File: config.mk
export PLATFORM = sky130hd
export DESIGN_NAME = mod461_frame_acc
export DESIGN_NICKNAME = d
export VERILOG_FILES = /design/src/rtl/mod461_frame_acc.sv
export SDC_FILE = /design/constraint.sdc
export NUM_CORES = 1
export LEC_CHECK = 0
export CELL_PAD_IN_SITES_DETAIL_PLACEMENT = 1
export CELL_PAD_IN_SITES_GLOBAL_PLACEMENT = 1
export CORE_MARGIN = 2
export CORE_UTILIZATION = 42
export CTS_BUF_LIST = sky130_fd_sc_hd__clkbuf_2 sky130_fd_sc_hd__clkbuf_4 sky130_fd_sc_hd__clkbuf_8
export DETAILED_ROUTE_END_ITERATION = 12
export PLACE_DENSITY = 0.92
export SETUP_SLACK_MARGIN = 0.15
export SLEW_MARGIN = 20
export SYNTH_ARGS = -nofsm -noshare
export SYNTH_HDL_FRONTEND = slang
export SYNTH_SLANG_ARGS = --single-unit
export TNS_END_PERCENT = 20
File: constraint.sdc
create_clock -name clk -period 11.85 [get_ports clk]
set_input_delay 3.555 -clock clk [delete_from_list [all_inputs] [get_ports clk]]
set_output_delay 3.555 -clock clk [all_outputs]
set_load 0.1 [all_outputs]
File: src/rtl/mod461_frame_acc.sv
// Frame accumulator: sums residue words modulo MOD per frame and
// presents sum, word count and an out-of-range flag once per frame.
module mod461_frame_acc #(
  parameter int MOD = 461,
  parameter int W   = 9,
  parameter int CW  = 8
) (
  input  logic          clk,
  input  logic          rst,
  input  logic          in_valid,
  output logic          in_ready,
  input  logic [W-1:0]  in_data,
  input  logic          in_last,
  output logic          out_valid,
  input  logic          out_ready,
  output logic [W-1:0]  out_data,
  output logic [CW-1:0] out_count,
  output logic          out_err
);

  typedef enum logic {ACC, HOLD} state_e;

  localparam logic [W-1:0] MOD_W = MOD[W-1:0];
  localparam logic [W:0]   MOD_X = MOD[W:0];

  state_e        state_q, state_d;
  logic [W-1:0]  acc_q, acc_d;
  logic [CW-1:0] cnt_q, cnt_d;
  logic          err_q, err_d;

  logic          accept;
  logic          over;
  logic [W-1:0]  d_red;
  logic [W:0]    sum;

  always_comb begin
    state_d   = state_q;
    acc_d     = acc_q;
    cnt_d     = cnt_q;
    err_d     = err_q;
    in_ready  = (state_q == ACC);
    out_valid = (state_q == HOLD);
    accept    = in_valid && in_ready;
    over      = (in_data >= MOD_W);
    d_red     = over ? (in_data - MOD_W) : in_data;
    sum       = {1'b0, acc_q} + {1'b0, d_red};

    unique case (state_q)
      ACC: begin
        if (accept) begin
          // s - MOD < MOD < 2^W, so the low W bits carry the result
          acc_d = (sum >= MOD_X) ? (sum[W-1:0] - MOD_W)
                                 : sum[W-1:0];
          cnt_d = (cnt_q == '1) ? cnt_q : cnt_q + CW'(1);
          err_d = err_q | over;
          if (in_last) state_d = HOLD;
        end
      end
      HOLD: begin
        if (out_ready) begin
          state_d = ACC;
          acc_d   = '0;
          cnt_d   = '0;
          err_d   = 1'b0;
        end
      end
      default: state_d = ACC;
    endcase
  end

  always_ff @(posedge clk) begin
    if (rst) begin
      state_q <= ACC;
      acc_q   <= '0;
      cnt_q   <= '0;
      err_q   <= 1'b0;
    end else begin
      state_q <= state_d;
      acc_q   <= acc_d;
      cnt_q   <= cnt_d;
      err_q   <= err_d;
    end
  end

  assign out_data  = acc_q;
  assign out_count = cnt_q;
  assign out_err   = err_q;

endmodule

==> results.txt, run 1 <==
Mapped Nets: 244
GPL Wtd Cong: 0.813
Total core area: 0.00374 sq mm
Detailed Place HPWL: 3990 um
CP endpoint kind: register
Sequential cell area fraction in the yosys report: 22.7%
Multi-input gate area: 0.00124 sq mm
Sink Count: 19
Synthesis-to-finish area growth: 25.5%
Status: finished clean
Startpoint Class: primary input
YS warnings: 0
Async SR Flop Fraction: 0%
Unrepaired setup endpoints after global routing: false
Antenna Cells: 0
Total GRT Usage: 23.5%
Final-layout fill cell count: 484
Power Density: 265 mW/mm^2
Hold/Removal Path Class: reg -> reg
Main area contributors after synthesis: dfxtp_1 23%, ha_1 10%, nor2_1 5.8%, nand2_1 4.7%, xnor2_1 4.2%
Via/cell ratio: 5.70
Largest net degree at the start of global routing: 12
Slew headroom: 33.0%
Area of the die: 0.00452 sq mm
Final setup TNS: 0 ns
Overall Power: 0.000558 W
Syn Area/Cell: 7.80 sq um
Deepest clock path buffer count: 2
Mapped Cells: 215
Hold Slack: 0.487 ns
Reg area: 380 sq um
Starting Density: 44.8%
Cell area after synthesis: 0.00168 sq mm
Cts repair resizes: 0
Final wirelength: 4860 um
Yosys top cell area share: 22.7%
Antenna-violating nets left: 0
Yosys cell types: 51
Final period util: 64.2%
Initial antenna violation count: 0
CTS buffer count: 3
First-pass GRT wire length: 8110 um
Pre-antenna DRT Iters: 4
IO Count: 34
Setup Crit Path Kind: in -> reg
CTS tree: yes
Rows: 22
Final setup violating endpoints: 0
CP max FO: 10
Final setup margin: 4.24 ns
Total of max-cap violations: 0
Share of cells above drive strength 1: 5.60%
Leakage: 0.854 nW
H-tree Lvls: 1
Clk slew on worst S/H paths: 0.08 ns
WL met1: 2280 um
Vias in the first global route: 1711
Met3 Wirelength: 129 um
Hold Vio Cnt, Final: 0
Fmax: 131 MHz
Final nets: 280
Die X: 67.2 um
Place WS: 3.96 ns
Period minus WS final: 7.61 ns
Wire per inst: 16.3 um
Slew @ Worst Pin: 1.00 ns
Worst EP required: 12.01 ns
Die height: 67.2 um
Iteration-0 DRC Markers: 58
Hold-fix buffers at CTS: 0
Buffers on Ports: 33
Met2 WL: 2360 um
Arrival @ worst endpoint: 7.77 ns
Flops & latches, synth: 19
Number of synthesized flops with an enable pin: 0
Via count: 1699
Slew Viols, Final: 0
Remaining global-route overflow: 0
Setup bufs post-CTS: 0
Root buf cell: clkbuf_8
Max VDD drop: 0.130 mV
Biggest area consumer among synthesized cells: dfxtp_1
Ys flop type: dfxtp_1
Worst skew pair latency: 0.26 ns
Max Used Layer: met4
Max Clock Skew: 0.00269 ns
Residual DRC: 0
[where the power goes]
part	switching [W]	internal [W]	total [W]	leakage, nW
registers	0.0000154	0.0000781	0.0000936	0.155
clock network	0.0000236	0.0000234	0.0000470	0.0255
logic	0.000280	0.000138	0.000418	0.673
[final timing paths]
| check | slack [ns] | endpoint | cells after the start | start |
|---|---|---|---|---|
| setup reg to reg | 8.86 | out_data[7] | 10 | out_data[0] |
| hold / removal | 0.49 | out_err | 2 | out_err |
| setup / recovery | 4.24 | out_data[7] | 16 | in_data[1] |
| hold reg to reg | 0.49 | out_err | 2 | out_err |
[Yosys cell counts (all sizes together), types with 3 or more instances]
cell type	count
o31ai	3
o211ai	4
xnor2	8
a31oi	3
dfxtp	19
and2	4
a22oi	4
nor2	26
o21ai	10
ha	14
inv	12
and3	3
nand2	21
or2	6
nor2b	3
nand2b	4
nand3	12
a21oi	13
mux2i	5
a21o	3
xor2	6
[state kept, by name, indices dropped and copies added, names as in the netlist]
name,cells
out_count,8
out_valid,1
out_err,1
out_data,9
[per-layer routing]
| metal | vias up | track usage (%) |
|---|---|---|
| met5 | - | 0 |
| met4 | 0 | 5.36 |
| met3 | 10 | 3.50 |
| met2 | 29 | 40.8 |
| met1 | 807 | 30.7 |
| li1 | 853 | - |
[cell type report]
type / count / area share [%]
inverters: 12 / 2.14
clock buffers: 3 / 1.96
repair buffers: 33 / 15.7
multi-input cells: 182 / 59.1
clock inverters: 1 / 0.238
flip-flops and latches: 19 / 18.1
well taps: 48 / 2.85
[stage by stage]
stage	util (%)	cell area (sq um)	cells
after global placement	55.0	2060	294
after global routing	56.3	2110	298
after floorplan	-	1680	215
after detailed placement	55.0	2060	294
final	56.3	2110	298
after CTS	56.3	2110	298
[worst max-delay path, stage by stage]
cell	delay, ns
clkdlybuf4s50_1	0.52
inv_1	0.07
ha_1	0.17
o311ai_0	0.32
a21oi_1	0.31
xnor2_1	0.27
ha_1	0.22
inv_1	0.06
fa_1	0.41
nor2b_1	0.18
o22ai_1	0.12
xnor2_1	0.50
o21ai_0	0.28
or2b_1	0.31
a32o_1	0.26
a31o_2	0.21
[layout by cell type (no fill, tap or decap), types with 2 or more instances in the layout]
cell type / instances
dfxtp_1: 19
mux2i_1: 5
nand4_1: 2
a21oi_1: 13
nor2b_1: 3
a22oi_1: 4
o31ai_1: 3
and3_1: 2
o21ai_0: 10
a31oi_1: 3
and2_1: 3
a21o_1: 3
nor2_1: 26
nand2_1: 21
o22ai_1: 2
nand3_1: 12
or4_1: 2
inv_1: 12
a32o_1: 2
nand2b_1: 4
nor4_1: 2
clkbuf_8: 3
or2_2: 3
nand3b_1: 2
clkdlybuf4s50_1: 33
or2_1: 2
xnor2_1: 8
xor2_1: 6
o211ai_1: 4
ha_1: 14
[cells by family (layout without fill, tap and decap cells)]
family,Yosys count,after routing,synth area share [%]
simple gates,90,90,26.5
compound gates,58,58,25.7
flops,19,19,22.7
fa+ha+maj,15,15,11.6
xor+xnor,14,14,7.31
buf+inv,14,49,3.21
mux,5,5,2.98
Note: power is estimated with default switching activity, not from simulation.
==> inputs of run 2 (changes only) <==
Settings changed: CORE_UTILIZATION 42 to 35, PLACE_DENSITY 0.92 to 0.82.
Clock period 11.85 ns to 7 ns, I/O delays scaled along.
==> run 2 against run 1 <==
Sequential share of layout area down 0.15 points. Worst setup slack worse by 3.3 ns. First-iteration DRC count down 12%. Largest power group unchanged. Die area up 19%. Utilization down 11 points.
==> results.txt, run 2 (synthesis gave the netlist of run 1 again) <==
Status: finished clean
Final nets: 281 (+0.36%)
Pre-antenna DRT Iters: 4 (unchanged)
Final setup margin: 0.942 ns (-3.30 ns)
Share of cells above drive strength 1: 5.98% (+0.38 points)
Crit. path cell count: 15 (-1)
Slew headroom: 33.7% (+0.67 points)
Power Density: 447 mW/mm^2 (+68%)
Worst EP required: 7.16 ns (-4.85 ns)
FF-to-FF setup slack: 4.02 ns (-4.84 ns)
GPL Wtd Cong: 0.872 (+7.2%)
Cts repair resizes: 0 (unchanged)
Final setup violating endpoints: 0 (unchanged)
Fmax: 165 MHz
Hold_sp: out_err
Reg area: 380 sq um (unchanged)
Starting Density: 36.0% (-8.8 points)
Hold Slack: 0.487 ns (+0.000142 ns)
WHS Path Cells: 2 (unchanged)
Most common cell after layout, fill and taps aside: clkdlybuf4s50_1
Total of max-cap violations: 0 (unchanged)
Via/cell ratio: 5.60 (-1.7%)
Residual DRC: 0 (unchanged)
Detailed Place HPWL: 3850 um (-3.6%)
Worst r2r src: out_data[0]
Wire per inst: 15.8 um (-3.0%)
Commonest cells after routing, fill and taps aside: 33 x clkdlybuf4s50_1, 26 x nor2_1, 21 x nand2_1
Critical path cell sequence: clkdlybuf4s50_1 > ha_1 > o311ai_0 > a21oi_1 > xnor2_1 > ha_1 > inv_1 > fa_1 > nor2b_1 > o22ai_1 > xnor2_1 > o21ai_0 > or2b_1 > a32o_1 > a31o_2
Worst r2r dst: out_data[7]
Max VDD drop: 0.252 mV (+93%)
Final setup TNS: 0 ns (unchanged)
Slew Viols, Final: 0 (unchanged)
Sink Count: 19 (unchanged)
Remaining global-route overflow: 0 (unchanged)
Unrepaired setup endpoints after global routing: false
Rows: 25 (+14%)
Root buf cell: clkbuf_8
Buffers on Ports: 33 (unchanged)
Total core area: 0.00466 sq mm (+24%)
Final period util: 86.5%
Antenna-violating nets left: 0 (unchanged)
Multi-input gate area: 0.00124 sq mm (unchanged)
Total GRT Usage: 18.8% (-4.8 points)
Area of the die: 0.00536 sq mm (+19%)
Slowest stage delay, CP: 0.63 ns (+0.11 ns)
Leakage: 0.855 nW (+0.13%)
R2R depth: 10 (unchanged)
CP endpoint kind: register
CTS tree: yes
Via count: 1709 (+0.59%)
CTS buffer count: 3 (unchanged)
Hold/Removal Path Class: reg -> reg
Max Clock Skew: 0.00493 ns (+0.00224 ns)
H-tree Lvls: 1 (unchanged)
Setup bufs post-CTS: 0 (unchanged)
CP max-delay cell: a21oi_1
Vias in the first global route: 1701 (-0.58%)
Largest net degree at the start of global routing: 13 (+1)
First-pass GRT wire length: 7930 um (-2.3%)
Largest delay share family, worst path: compound AO/OA/AOI/OAI gates
Period minus WS final: 6.06 ns
Max reg flops: 9 (unchanged)
Hold endpoint: out_err
Iteration-0 DRC Markers: 51 (-12%)
CP max FO: 10 (unchanged)
Initial antenna violation count: 0 (unchanged)
Final wirelength: 4830 um (-0.68%)
IO Count: 34 (unchanged)
Die X: 73.2 um (+9.0%)
Hold-fix buffers at CTS: 0 (unchanged)
Startpoint Class: primary input
Arrival @ worst endpoint: 6.22 ns (-1.55 ns)
Placed Instances: 301 (+2.4%)
Deepest clock path buffer count: 2 (unchanged)
Final-layout fill cell count: 594 (+23%)
Clk slew on worst S/H paths: 0.08 ns (about the same)
Setup Crit Path Kind: in -> reg
Worst skew pair latency: 0.27 ns (about the same)
Antenna Cells: 0 (unchanged)
Hold Vio Cnt, Final: 0 (unchanged)
Place WS: 0.663 ns (-3.30 ns)
Die height: 73.2 um (+9.0%)
Synthesis-to-finish area growth: 26.5%
Slew @ Worst Pin: 0.992 ns (-0.0101 ns)
Final Non-Filler Cells: 305 (+2.3%)
Crit path buf inv count: 2 (-1)
## run 2: changes by cell type in the layout (fill, tap and decap cells not counted)
cell / previous run / this run
buf_4: 0 / 1
clkinv_2: 1 / 0
clkinvlp_4: 0 / 1
## run 2: worst max-delay path by stage
stage / startpoint / endpoint
2_1_floorplan: in_data[1] / out_data[7]
3_3_place_gp: in_data[1] / out_data[7]
3_5_place_dp: in_data[1] / out_data[7]
4_1_cts: in_data[0] / out_data[7]
5_1_grt: in_data[1] / out_data[7]
6_report: in_data[0] / out_data[7]
## run 2: power breakdown
group | internal (W) | switching (W)
logic | 0.000238 | 0.000469
registers | 0.000132 | 0.0000260
clock network | 0.0000403 | 0.0000420
## run 2: worst reg2reg max path, stage by stage, from the launching register on
cell,delay [ns]
dfxtp_1,0.39
ha_1,0.21
inv_1,0.06
fa_1,0.40
nor2b_1,0.20
o22ai_1,0.13
xnor2_1,0.48
o21ai_0,0.27
or2b_1,0.30
a32o_1,0.25
a31o_2,0.20
## run 2: metal layers
metal / vias to the layer above / wire length [um] / track usage, %
met5: - / 0 / 0
met1: 828 / 2130 / 22.8
met4: 0 / 14 / 3.29
met2: 20 / 2530 / 34.5
met3: 3 / 143 / 3.45
li1: 858 / - / -
## run 2: metrics by stage
step / util, % / cell area [sq um] / power, W
detailed placement: 44.5 / 2070 / 0.000865
CTS: 45.6 / 2120 / 0.000954
global placement: 44.5 / 2070 / 0.000851
floorplan: - / 1680 / 0.000707
global route: 45.6 / 2120 / 0.00101
finish: 45.6 / 2120 / 0.000948
## run 2: area by class of cell
cell class,count,area share (%)
Clock buffer,3,1.94
Clock inverter,1,0.354
Inverter,12,2.12
Multi-Input combinational cell,182,58.6
Sequential cell,19,17.9
Tap cell,54,3.18
Timing Repair Buffer,34,15.9
